<file path="src/rtl/apb_regbank_gen.sv">
// Parametrised APB slave register bank: CTRL write enables, RO STATUS, NUM_REGS data registers.
// Optional byte strobes via `define APB_PSTRB_EN (adds the pstrb port).
module apb_regbank_gen #(
    parameter int          DATA_W      = 32,
    parameter int          NUM_REGS    = 4,
    parameter int          ADDR_W      = 32,
    parameter int          WAIT_CYCLES = 0,
    parameter logic [31:0] RST_BASE    = 32'h5A5A_0000
) (
    input  logic                pclk,
    input  logic                presetn,
    input  logic [ADDR_W-1:0]   paddr,
    input  logic                psel,
    input  logic                penable,
    input  logic                pwrite,
    input  logic [DATA_W-1:0]   pwdata,
`ifdef APB_PSTRB_EN
    input  logic [DATA_W/8-1:0] pstrb,
`endif
    output logic [DATA_W-1:0]   prdata,
    output logic                pready,
    output logic                pslverr
);

    localparam int B     = DATA_W / 8;
    localparam int LSB   = $clog2(B);
    localparam int IDX_W = (NUM_REGS > 1) ? $clog2(NUM_REGS) : 1;

    localparam logic [1:0] ST_IDLE   = 2'd0;
    localparam logic [1:0] ST_SETUP  = 2'd1;
    localparam logic [1:0] ST_ACCESS = 2'd2;
    localparam logic [1:0] ST_DONE   = 2'd3;

    logic [1:0]          state;
    logic [3:0]          wcnt;
    logic [NUM_REGS-1:0] ctrl_q;
    logic [15:0]         wr_cnt;
    logic                sticky;
    logic [DATA_W-1:0]   data_q [NUM_REGS];

    logic [ADDR_W-1:0]   word_idx;
    logic [IDX_W-1:0]    didx;
    logic                aligned, in_range, is_ctrl, is_status, is_data, acc_err;
    logic [DATA_W-1:0]   status_val, cur_val, wmask, new_val;

    always_comb begin
        word_idx  = paddr >> LSB;
        didx      = IDX_W'(word_idx - ADDR_W'(2));
        aligned   = (paddr[LSB-1:0] == '0);
        in_range  = (word_idx < ADDR_W'(NUM_REGS + 2));
        is_ctrl   = (word_idx == '0);
        is_status = (word_idx == ADDR_W'(1));
        is_data   = in_range && !is_ctrl && !is_status;

        status_val       = '0;
        status_val[15:0] = wr_cnt;
        status_val[16]   = sticky;

        if (is_ctrl)
            cur_val = DATA_W'(ctrl_q);
        else if (is_status)
            cur_val = status_val;
        else
            cur_val = data_q[didx];

`ifdef APB_PSTRB_EN
        wmask = '0;
        for (int unsigned b = 0; b < B; b++)
            wmask[8*b +: 8] = {8{pstrb[b]}};
`else
        wmask = '1;
`endif
        // Unstrobed bytes keep the current register contents
        new_val = (cur_val & ~wmask) | (pwdata & wmask);

        acc_err = !aligned || !in_range
                || (pwrite && is_status)
                || (pwrite && is_data && !ctrl_q[didx]);
    end

    always_ff @(posedge pclk or negedge presetn) begin
        if (!presetn) begin
            state   <= ST_IDLE;
            wcnt    <= '0;
            ctrl_q  <= '0;
            wr_cnt  <= '0;
            sticky  <= 1'b0;
            prdata  <= '0;
            pready  <= 1'b0;
            pslverr <= 1'b0;
            for (int unsigned i = 0; i < NUM_REGS; i++)
                data_q[i] <= DATA_W'(RST_BASE) + DATA_W'(i);
        end else begin
            case (state)
                ST_IDLE: begin
                    if (psel && !penable)
                        state <= ST_SETUP;
                end
                ST_SETUP: begin
                    if (!psel) begin
                        state <= ST_IDLE;
                    end else if (penable) begin
                        state <= ST_ACCESS;
                        wcnt  <= 4'(WAIT_CYCLES);
                    end
                end
                ST_ACCESS: begin
                    if (!psel) begin
                        state <= ST_IDLE;
                    end else if (wcnt != '0) begin
                        wcnt <= wcnt - 4'd1;
                    end else begin
                        if (acc_err) begin
                            sticky  <= 1'b1;
                            pslverr <= 1'b1;
                            if (!pwrite)
                                prdata <= '0;
                        end else if (pwrite) begin
                            if (is_ctrl) begin
                                ctrl_q <= new_val[NUM_REGS-1:0];
                            end else begin
                                data_q[didx] <= new_val;
                                if (wr_cnt != 16'hFFFF)
                                    wr_cnt <= wr_cnt + 16'd1;
                            end
                        end else begin
                            prdata <= cur_val;
                            if (is_status)
                                sticky <= 1'b0;
                        end
                        pready <= 1'b1;
                        state  <= ST_DONE;
                    end
                end
                default: begin
                    pready  <= 1'b0;
                    pslverr <= 1'b0;
                    state   <= ST_IDLE;
                end
            endcase
        end
    end

endmodule
</file>
<file path="config.mk">
export PLATFORM = sky130hd
export DESIGN_NAME = apb_regbank_gen
export DESIGN_NICKNAME = d
export VERILOG_FILES = /design/src/rtl/apb_regbank_gen.sv
export SDC_FILE = /design/constraint.sdc
export NUM_CORES = 1
export LEC_CHECK = 0
export ABC_AREA = 0
export CORE_ASPECT_RATIO = 0.75
export CORE_MARGIN = 10
export CORE_UTILIZATION = 45
export CTS_CLUSTER_DIAMETER = 50
export DETAILED_ROUTE_END_ITERATION = 8
export PLACE_DENSITY_LB_ADDON = 0.2
export SETUP_SLACK_MARGIN = 0.2
export SLEW_MARGIN = 25
export SYNTH_ARGS = -nofsm -noshare
export SYNTH_HDL_FRONTEND = slang
export SYNTH_SLANG_ARGS = --single-unit
</file>
<file path="constraint.sdc">
create_clock -name pclk -period 2.2 [get_ports pclk]
set_input_delay 0.33 -clock pclk [delete_from_list [all_inputs] [get_ports pclk]]
set_output_delay 0.33 -clock pclk [all_outputs]
set_load 0.01 [all_outputs]
</file>
Word level (Yosys, flattened, before mapping)
Index checks and enable logic that the tools add are counted.

storage, ports and cells
  register bits after elaboration = 189
  input bits = 69
  output and inout bits = 34
  logic and storage cells = 105

cells by class
  add/subtract/negate cells = 3
  $lt $le $gt $ge = 4
  equal/unequal tests = 14
  muxes and demuxes = 34
  bitwise operators = 6
  reduce and logical (&&, ||, !) cells = 32

operator list
  kind                   count
  $mux 32                8
  $bwmux 128             1
  $bmux 32 s2            1
  $demux 32 s2           1
  $logic_not 32->1       1
  $eq 30x1->1 const B    1
  $lt 30x3->1 const B    1
  $add 16x1->16 const B  1
  $mux 4                 4
  $ne 16x16->1 const B   1
  $ne 2x2->1 const B     7
  $reduce_and 6->1       2
  $mux 2                 5
  $reduce_and 5->1       2
  $mux 1                 9
  $pmux 4 s2             1
  $reduce_and 4->1       2
  $logic_and 1x1->1      7
  $reduce_and 7->1       1
  $logic_not 1->1        6
  $ne 3x3->1 const B     2
  $pmux 2 s3             1
  $reduce_and 3->1       2
  $not 1->1              5
  16 further kinds       21

Logic depth before layout (Yosys ltp)
  depth after elaboration = 11
  mapped depth = 10
  depth with buffers taken out = 7

Worst setup path after synthesis
No wires, ideal clock.

  path type = input -> register
  start point = in paddr[8]
  end point = reg data_q[65] in the netlist's numbering
  setup time = 125 ps
  data arrival time = 2867 ps
  required time = 2075 ps
  path slack = -792 ps
  stages on the path = 8
  buffers on the path = 3
  cell sequence = or4_4 -> or4_1 -> buf_2 -> nor4_4 -> and3_1 -> buf_6 -> buf_12 -> mux2_4

on the way
  cells in the longest elaborated chain, start to end = 9
  elaborated cells on any way between the ends = 17
  those cells by class = 1 x order compare; 1 x eq/ne; 2 x bitwise; 13 x reduce/logical

ends and longest elaborated chain
  what                                                                 RTL line  source
  from (decl)                                                          12        input logic [ADDR_W-1:0] paddr,
  parallel branches: the longest is 8 deep, another holds $lt 30x3->1  n/a
  $reduce_and 6->1 (no line) *                                         n/a
  to (signal, indexed assignment)                                      92        data_q[i] <= DATA_W'(RST_BASE) + DATA_W'(i);
  to (signal, indexed assignment)                                      122       data_q[didx] <= new_val;
  to (decl)                                                            39        logic [DATA_W-1:0] data_q [NUM_REGS];

Every way passes the cells marked *.
A chain may end at the register's enable or synchronous reset.

Worst setup path in the final report
  start point = in paddr[30]
  end point = reg data_q[18] in the netlist's numbering

Same word-level chain as after synthesis.

==> reports/results.tsv <==
metric	value	unit
worst_pin_slew	540	ps
ir_worst_vdd	349	uV
clock_path_buffers	2	
grt_pass1_wl	36.2	mm
die_x	185	um
synthDistinctLibCells	48	
grt_pass1_vias	6460	
async_reset_ff_frac	1.00	
drt-initial-drc-count	417	
slew_headroom	0.640	
cts_sinks	189	
yosysTopAreaCell	dfrtp_1	
antenna_found_initial	0	
fp.dieArea	26700	um^2
area_delta_synth_final	33.3	%
nets	877	
synth_nets	709	
maxCapViolCount	0	
ys_warn_count	0	
dp_slack	-983	ps
stdcell_area	12300	um^2
ys_seq_elements	189	
crit_path_end_kind	register	
setup_viol	136	
cts_max_level	4	
cts_tree	done	
avgSynthCellArea	14.5	um^2
final-hold-violation-count	0	
final_cell_mix	dfrtp_1, mux2_4, clkdlybuf4s50_1, buf_4, dfstp_2	
yosysSeqAreaShare	0.517	
ios	103	
grt_setup_unrepaired	true	
wl_per_cell	21.3	um
cp.arrival	2710	ps
drt_wl_total	22.9	mm
grtUsageTotal	0.173	
drv_slew	0	
p_leak	0.00580	uW
postRouteAntennaNets	0	
final_common_cell	dfrtp_1	
dpl_cell_area	10900	um^2
hpwlAfterDp	15.2	mm
timing.final.ws_setup	-200	ps
status	complete, but fails checks	
netlist_area	9230	um^2
vias_per_cell	5.46	
gp_congestion	0.823	
coreArea	20200	um^2
drive_gt1_frac	0.489	
firstDrtPassIters	5	
remaining_drc_errors	0	
cts_made_buffers	17	
startpoint_type	input port	
max_freq	417	MHz
die_y	144	um
synthTopCellsByArea	dfrtp_1, mux2_4, dfstp_2	
num_antenna_cells	0	
violations	negative setup slack	
period_needed	2400	ps
power.density	599	nW/um^2
synth_enable_flop_cells	0	
grt_max_degree	78	
crit_fanout	8	
syn_inst	637	
insertion_delay	430	ps
fin_skew	8.55	ps
clkTransAtPathRegs	70	ps
grt-ovfl-total	0	
min_path_type	in2async	
synth_ff_type	dfrtp_1	
vias	5871	
crit_required	2510	ps
n_fill_cell	1502	
rows	45	
timing.final.crit_share	1.09	
start_util	0.457	
portBuffers	102	
root_buffer	clkbuf_16	
yosysTopAreaCellShare	0.415	
worstSetupPathType	in2reg	
==> logic make-up (layout without fill, tap and decap cells) <==
kind of cell             after synthesis  count (layout)  synth area share
AO/OA/AOI/OAI                         54              54            0.0336
flip-flops                           189             189             0.517
XOR/XNOR                              17              17            0.0161
buffers and inverters                 60             241            0.0383
adder cells (fa/ha/maj)                3               3           0.00407
multiplexers                         179             179             0.304
AND/OR/NAND/NOR                      135             135            0.0866
==> through the flow <==
stage	utilization	setup TNS (ps)	std cells	hold WS [ps]	total power, uW
final	0.609	-15860	1076	383	7380
after global routing	0.609	-21680	1076	423	7660
after CTS	0.592	-12880	1068	396	7430
after detailed placement	0.542	-154050	1021	284	4280
after global placement	0.542	-153620	1021	272	4250
after floorplan	-	-83110	637	34.4	3890
==> cell usage after synthesis (all sizes together) (2+ instances only) <==
library cell	n
nand4	11
xnor2	4
mux2i	14
nor2b	4
ha	3
dfrtp	153
o21ai	30
dfstp	36
nand3b	3
mux4	32
mux2	133
nor3	13
or4	8
nand3	8
nand2	35
or2	3
or3b	4
and3	2
nor4	18
a221o	4
nor2	15
xor2	13
nor3b	2
a21oi	13
buf	20
inv	24
or3	5
clkbuf	16
==> area by class of cell <==
cell class	count	area, um^2	share of cell area
Clock buffer	21	470	0.0382
Inverter	24	90.1	0.00732
Timing Repair Buffer	185	1960	0.159
Sequential cell	189	4770	0.388
Tap cell	258	323	0.0262
Clock inverter	11	130	0.0106
Multi-Input combinational cell	388	4560	0.370
==> worst max-delay path, stage by stage <==
cell and delay, ps:
clkbuf_2 80, or4_4 510, or4_4 580, nor4_4 270
buf_6 190, nand4_4 190, clkbuf_16 250, mux2_4 290
==> power breakdown <==
group | internal (uW) | switching, uW | leakage [uW] | total [uW]
clock | 1780 | 1370 | 0.000294 | 3150
sequential | 3530 | 50.1 | 0.00249 | 3580
combinational | 327 | 320 | 0.00302 | 647
total | 5640 | 1740 | 0.00580 | 7380
==> per-layer routing <==
| metal | wire, um | GRT usage |
|---|---|---|
| met5 | 0 | 0 |
| met2 | 10800 | 0.269 |
| met3 | 1520 | 0.0446 |
| met1 | 10500 | 0.236 |
| met4 | 182 | 0.0422 |
==> timing repair <==
action	CTS	global route
buffers inserted	11	4
gates resized for setup	132	56
gates cloned	3	4
endpoints found under the hold margin	38	0
pin swaps	35	23
hold buffers	1	0
setup endpoints to repair	182	182
==> worst paths after layout <==
kind	from	endpoint	slack [ps]	cells after the start
worst max-delay path	paddr[30]	data_q[18]	-200	8
worst min-delay path	presetn	prdata[7]	380	2
worst max register to register	wcnt[1]	data_q[72]	10	8
worst min register to register	prdata[6]	prdata[6]	480	2
max in group asynchronous	presetn	data_q[30]	930	3
min in group pclk	prdata[6]	prdata[6]	480	2
==> sequential cells by signal (all words and copies together) (netlist names), 2 cells and up <==
signal and cells:
data_q 128, prdata 32, wr_cnt 16, ctrl_q 4, wcnt 4, state 2
(Power assumes the default switching activity.)
==> RTL change 1 (same settings) <==
Add a define of `APB_PSTRB_EN`.
--- a/src/rtl/apb_regbank_gen.sv
+++ b/src/rtl/apb_regbank_gen.sv
@@ -1,5 +1,7 @@
 // Parametrised APB slave register bank: CTRL write enables, RO STATUS, NUM_REGS data registers.
 // Optional byte strobes via `define APB_PSTRB_EN (adds the pstrb port).
+`define APB_PSTRB_EN
+
 module apb_regbank_gen #(
     parameter int          DATA_W      = 32,
     parameter int          NUM_REGS    = 4,
Ports: changed (added pstrb); port bits go from 103 to 107. No check against the original RTL was run, so the function may have changed too.
==> RTL change 1 against the unedited design <==
The flow still finishes with violations (setup timing); design area up 5.8%; routed wire length up 23%; via count up 29%; critical endpoint is now data_q[75]$_DFFE_PN0P_; critical path depth up 1; setup slack better by 0.077 ns; sequential cell count unchanged; power up 2.2%; critical path type is now flip-flop to flip-flop; synthesized area down 3.0%.
==> RTL change 1: results <==
set metrics [dict create \
    status "complete, but fails checks" \
    violated_checks "setup timing" \
    cts.sink_count 189 \
    clock-skew-final_ns 0.0163 \
    p_sw_share_pct 26.5 \
    synth_top_cells_by_count "sky130_fd_sc_hd__dfrtp_1, sky130_fd_sc_hd__nand2_1, sky130_fd_sc_hd__nor2_1, sky130_fd_sc_hd__a21oi_1, sky130_fd_sc_hd__o21ai_0" \
    critPathArrivalTime_ns 2.63 \
    multiInputCombCellCount 559 \
    fraction_of_final_layout_cells_sized_beyond_drive_strength_1_pct 39.8 \
    syn_avg_cell_area_sq_um 11.2 \
    clock_cell_area_share_pct 4.48 \
    worst_max_slew_margin_expressed_relative_to_the_limit_pct 61.3 \
    grt_util_all_layers_pct 21.2 \
    setup_tns_ns -10.29 \
    async_flop_share_pct 100 \
    detail_route.iter0.violations 772 \
    cts.repair_timing.setup_buffer_count 14 \
    area_of_the_multi_input_gates_sq_um 4530 \
    clkLatencyLatePin_ns 0.44 \
    final_gp_congestion 0.885 \
    critical_path.endpoint_type "flip-flop" \
    detail_route.first_pass.iterations 6 \
    finalWirelength_mm 28.1 \
    ir_drop_mv 0.364 \
    signal_buffers 258 \
    setup_violations 148 \
    numPlacedInstances 1235 \
    critical_path.max_stage_delay_ns 0.51 \
    reg_top3 "data_q: 128 flops, prdata: 32 flops, wr_cnt: 16 flops" \
    final_setup_slack_of_the_worst_path_ns -0.122 \
    stdcell_count 1297 \
    detailroute.via_count 7599 \
    worstHoldPathType "input pin to asynchronous set/reset pin" \
    cts.reportedPaths.clkPinSlew_ns 0.07 \
    grt_pass1_wl_mm 43.7 \
    layout.non_clock_inverters 6 \
    synthesis.nets 879 \
    count_of_buffers_inserted_at_the_top_level_ports 106 \
    first_global_vias 7873 \
    post_synth_num_cell_types 61 \
    synth_seq_area_share_pct 53.3 \
    numCtsBuffers 17 \
    clkbuf_count 18 \
    cts_root_buf "sky130_fd_sc_hd__clkbuf_16" \
    cts_resized 104 \
    cellLeakagePower_nw 5.51 \
    layout.nets 1107 \
    yosys-top-cells-area "sky130_fd_sc_hd__dfrtp_1, sky130_fd_sc_hd__dfstp_2, sky130_fd_sc_hd__mux4_2, sky130_fd_sc_hd__a21oi_1, sky130_fd_sc_hd__nand2_1" \
    crit_path_max_fanout 16 \
    bufAreaShareNonClock_pct 21.5 \
    final.fill_count 1416 \
    maximum_number_of_pins_on_one_net_before_global_route_repair 58 \
    detailed_place_hpwl_mm 17.2 \
]
-- RTL change 1: cell count changes in the layout (fill, tap and decap cells not counted), sizes merged, moves of 7 or more --
cell | unedited run | this run
nand2 | 35 | 87
clkdlybuf4s15 | 9 | 0
buf | 94 | 151
a21oi | 13 | 83
o21ai | 30 | 68
inv | 27 | 15
a22oi | 0 | 11
nor2 | 15 | 87
a32o | 0 | 11
clkdlybuf4s50 | 72 | 103
mux2i | 14 | 7
mux2 | 133 | 16
nor3b | 2 | 20
a22o | 0 | 19
-- RTL change 1: routing by layer --
metal | global-route usage (%) | vias up | wire [um]
li1 | - | 3400 | -
met1 | 29.9 | 3869 | 12400
met2 | 31.0 | 289 | 12900
met3 | 5.82 | 41 | 2390
met4 | 6.91 | 0 | 495
met5 | 0 | - | 0
-- RTL change 1: logic make-up after synthesis --
logic type	Yosys count	share of synthesized area [%]
XOR/XNOR	17	1.66
adder cells (fa/ha/maj)	3	0.419
AO/OA/AOI/OAI	207	13.9
buffers and inverters	58	3.23
flip-flops	189	53.3
AND/OR/NAND/NOR	274	16.7
multiplexers	55	10.8
-- RTL change 1: critical path, delay by kind of cell (launching register included) --
family | cells | cell delay (ns)
AOI/OAI and AO/OA | 1 | 0.09
buffers and inverters | 2 | 0.28
DFF | 1 | 0.40
and+or+nand+nor | 5 | 1.30
adders and majority gates | 1 | 0.12
-- RTL change 1: worst paths after layout --
kind / from / endpoint / slack [ns] / cells after the start
min in group pclk: data_q[115]$_DFFE_PN1P_ / data_q[115]$_DFFE_PN1P_ / 0.47 / 2
setup / recovery: wcnt[0]$_DFFE_PN0P_ / data_q[75]$_DFFE_PN0P_ / -0.12 / 9
hold reg to reg: data_q[115]$_DFFE_PN1P_ / data_q[115]$_DFFE_PN1P_ / 0.47 / 2
hold / removal: presetn / data_q[114]$_DFFE_PN0P_ / 0.41 / 2
setup reg to reg: wcnt[0]$_DFFE_PN0P_ / data_q[75]$_DFFE_PN0P_ / -0.12 / 9
max in group asynchronous: presetn / data_q[92]$_DFFE_PN1P_ / 1.03 / 3
-- RTL change 1: power by group through the flow --
| stage | combinational [mW] | clock [mW] | sequential, mW |
|---|---|---|---|
| after global placement | 0.827 | 0 | 3.63 |
| after global routing | 0.975 | 3.28 | 3.58 |
| after detailed placement | 0.838 | 0 | 3.63 |
| final | 0.888 | 3.08 | 3.57 |
| after CTS | 0.864 | 3.12 | 3.57 |
| after floorplan | 0.309 | 0 | 3.64 |
-- RTL change 1: per-stage QoR --
stage	setup WS (ns)	area (sq um)
6_report	-0.122	13000
5_1_grt	-0.219	13000
4_1_cts	-0.138	12700
3_5_place_dp	-0.506	11400
3_3_place_gp	-0.484	11400
2_1_floorplan	-0.126	9220
==> RTL change 2 (same settings) <==
Without the edit above. Put one more register stage on the output `pslverr`, with the module's reset. The value now appears one clock later. The other outputs are not delayed to match.
--- a/src/rtl/apb_regbank_gen.sv
+++ b/src/rtl/apb_regbank_gen.sv
@@ -30,6 +30,8 @@
     localparam logic [1:0] ST_SETUP  = 2'd1;
     localparam logic [1:0] ST_ACCESS = 2'd2;
     localparam logic [1:0] ST_DONE   = 2'd3;
+
+    logic pslverr_s0;
 
     logic [1:0]          state;
     logic [3:0]          wcnt;
@@ -87,7 +89,7 @@
             sticky  <= 1'b0;
             prdata  <= '0;
             pready  <= 1'b0;
-            pslverr <= 1'b0;
+            pslverr_s0 <= 1'b0;
             for (int unsigned i = 0; i < NUM_REGS; i++)
                 data_q[i] <= DATA_W'(RST_BASE) + DATA_W'(i);
         end else begin
@@ -112,7 +114,7 @@
                     end else begin
                         if (acc_err) begin
                             sticky  <= 1'b1;
-                            pslverr <= 1'b1;
+                            pslverr_s0 <= 1'b1;
                             if (!pwrite)
                                 prdata <= '0;
                         end else if (pwrite) begin
@@ -134,11 +136,19 @@
                 end
                 default: begin
                     pready  <= 1'b0;
-                    pslverr <= 1'b0;
+                    pslverr_s0 <= 1'b0;
                     state   <= ST_IDLE;
                 end
             endcase
         end
     end
 
+    always_ff @(posedge pclk or negedge presetn) begin
+        if (!presetn) begin
+            pslverr <= '0;
+        end else begin
+            pslverr <= pslverr_s0;
+        end
+    end
+
 endmodule
Behaviour: not the same (Yosys sat finds a counterexample within 4 cycles, from zero or initial values and one cycle with presetn low).
==> RTL change 2 against the unedited design <==
Maximum frequency up 0.82%; the run still ends with setup timing left; sequential cell count increased by 1; setup slack improved by 0.019 ns; count of clock-buffer cells in the layout shrank 3; hold slack improved by 0.013 ns; power rose by 1.2%; clock skew is 0.0041 ns higher; synthesized area is 0.27% higher; routed wire length up 0.31%; largest cell class unchanged; non-clock buffer count grew 8; design area up 0.86%; register-to-register slack worse by 0.02 ns.
==> RTL change 2: results <==
set metrics [dict create \
    status "complete, but fails checks" \
    violated_checks "setup timing" \
    final_setup_slack_of_the_worst_path_ns -0.180 \
    critPathArrivalTime_ns 2.70 \
    ir_drop_mv 0.426 \
    fraction_of_the_mapped_netlist_area_in_compound_gates_pct 3.35 \
    grt_pass1_wl_mm 36.9 \
    first_global_vias 6489 \
    post_synth_fa_ha_maj_area_fraction_pct 0.405 \
    bufAreaShareNonClock_pct 16.2 \
    setup_tns_ns -15.89 \
    rr_worst_depth 9 \
    synth_top_cells_by_count "sky130_fd_sc_hd__dfrtp_1, sky130_fd_sc_hd__mux2_4, sky130_fd_sc_hd__dfstp_2, sky130_fd_sc_hd__nand2_1, sky130_fd_sc_hd__mux4_2" \
    setup_violations 162 \
    yosys-top-cells-area "sky130_fd_sc_hd__dfrtp_1, sky130_fd_sc_hd__mux2_4, sky130_fd_sc_hd__dfstp_2, sky130_fd_sc_hd__mux4_2, sky130_fd_sc_hd__o21ai_0" \
    post_route_core_utilization_pct 61.4 \
    groute.layer.met1.usage_pct 24.7 \
    detailed_place_hpwl_mm 15.3 \
    layout.area.seq_sq_um 4800 \
    xor_and_xnor_area_share_after_synthesis_pct 1.61 \
    synthesis.nets 710 \
    routedLengthMet1_mm 11.1 \
    final_gp_congestion 0.897 \
    clock-skew-final_ns 0.0127 \
    timing.reg2reg.setup_slack_ns -0.01 \
    maximum_number_of_pins_on_one_net_before_global_route_repair 63 \
    fraction_of_final_layout_cells_sized_beyond_drive_strength_1_pct 49.2 \
    layout.nets 886 \
    detailedPlace.worstSlack_ns -0.934 \
    clkbuf_count 18 \
    synth_seq_area_share_pct 51.8 \
    detail_route.iter0.violations 380 \
    final.fill_count 1474 \
    clock_cell_area_share_pct 4.89 \
]
==> RTL change 2: repair_timing <==
action	4_1_cts	5_1_grt
endpoints found under the hold margin	44	0
pin swaps	23	36
gates resized for setup	138	50
endpoints found under the setup margin	182	182
buffers inserted	12	6
hold buffers	1	0
cloned	5	1
==> RTL change 2: report_power, final <==
part / switching (mW) / internal, mW
Sequential: 0.0627 / 3.56
Combinational: 0.325 / 0.338
Clock: 1.46 / 1.72
Total: 1.85 / 5.62
==> RTL change 2: worst reg2reg max path, stage by stage, from the launching register on <==
cell	delay, ns
sky130_fd_sc_hd__dfrtp_1	0.39
sky130_fd_sc_hd__inv_2	0.09
sky130_fd_sc_hd__ha_4	0.13
sky130_fd_sc_hd__nor3b_4	0.20
sky130_fd_sc_hd__and4_4	0.28
sky130_fd_sc_hd__and3_1	0.18
sky130_fd_sc_hd__and3_4	0.26
sky130_fd_sc_hd__buf_6	0.15
sky130_fd_sc_hd__buf_16	0.13
sky130_fd_sc_hd__mux2_4	0.29
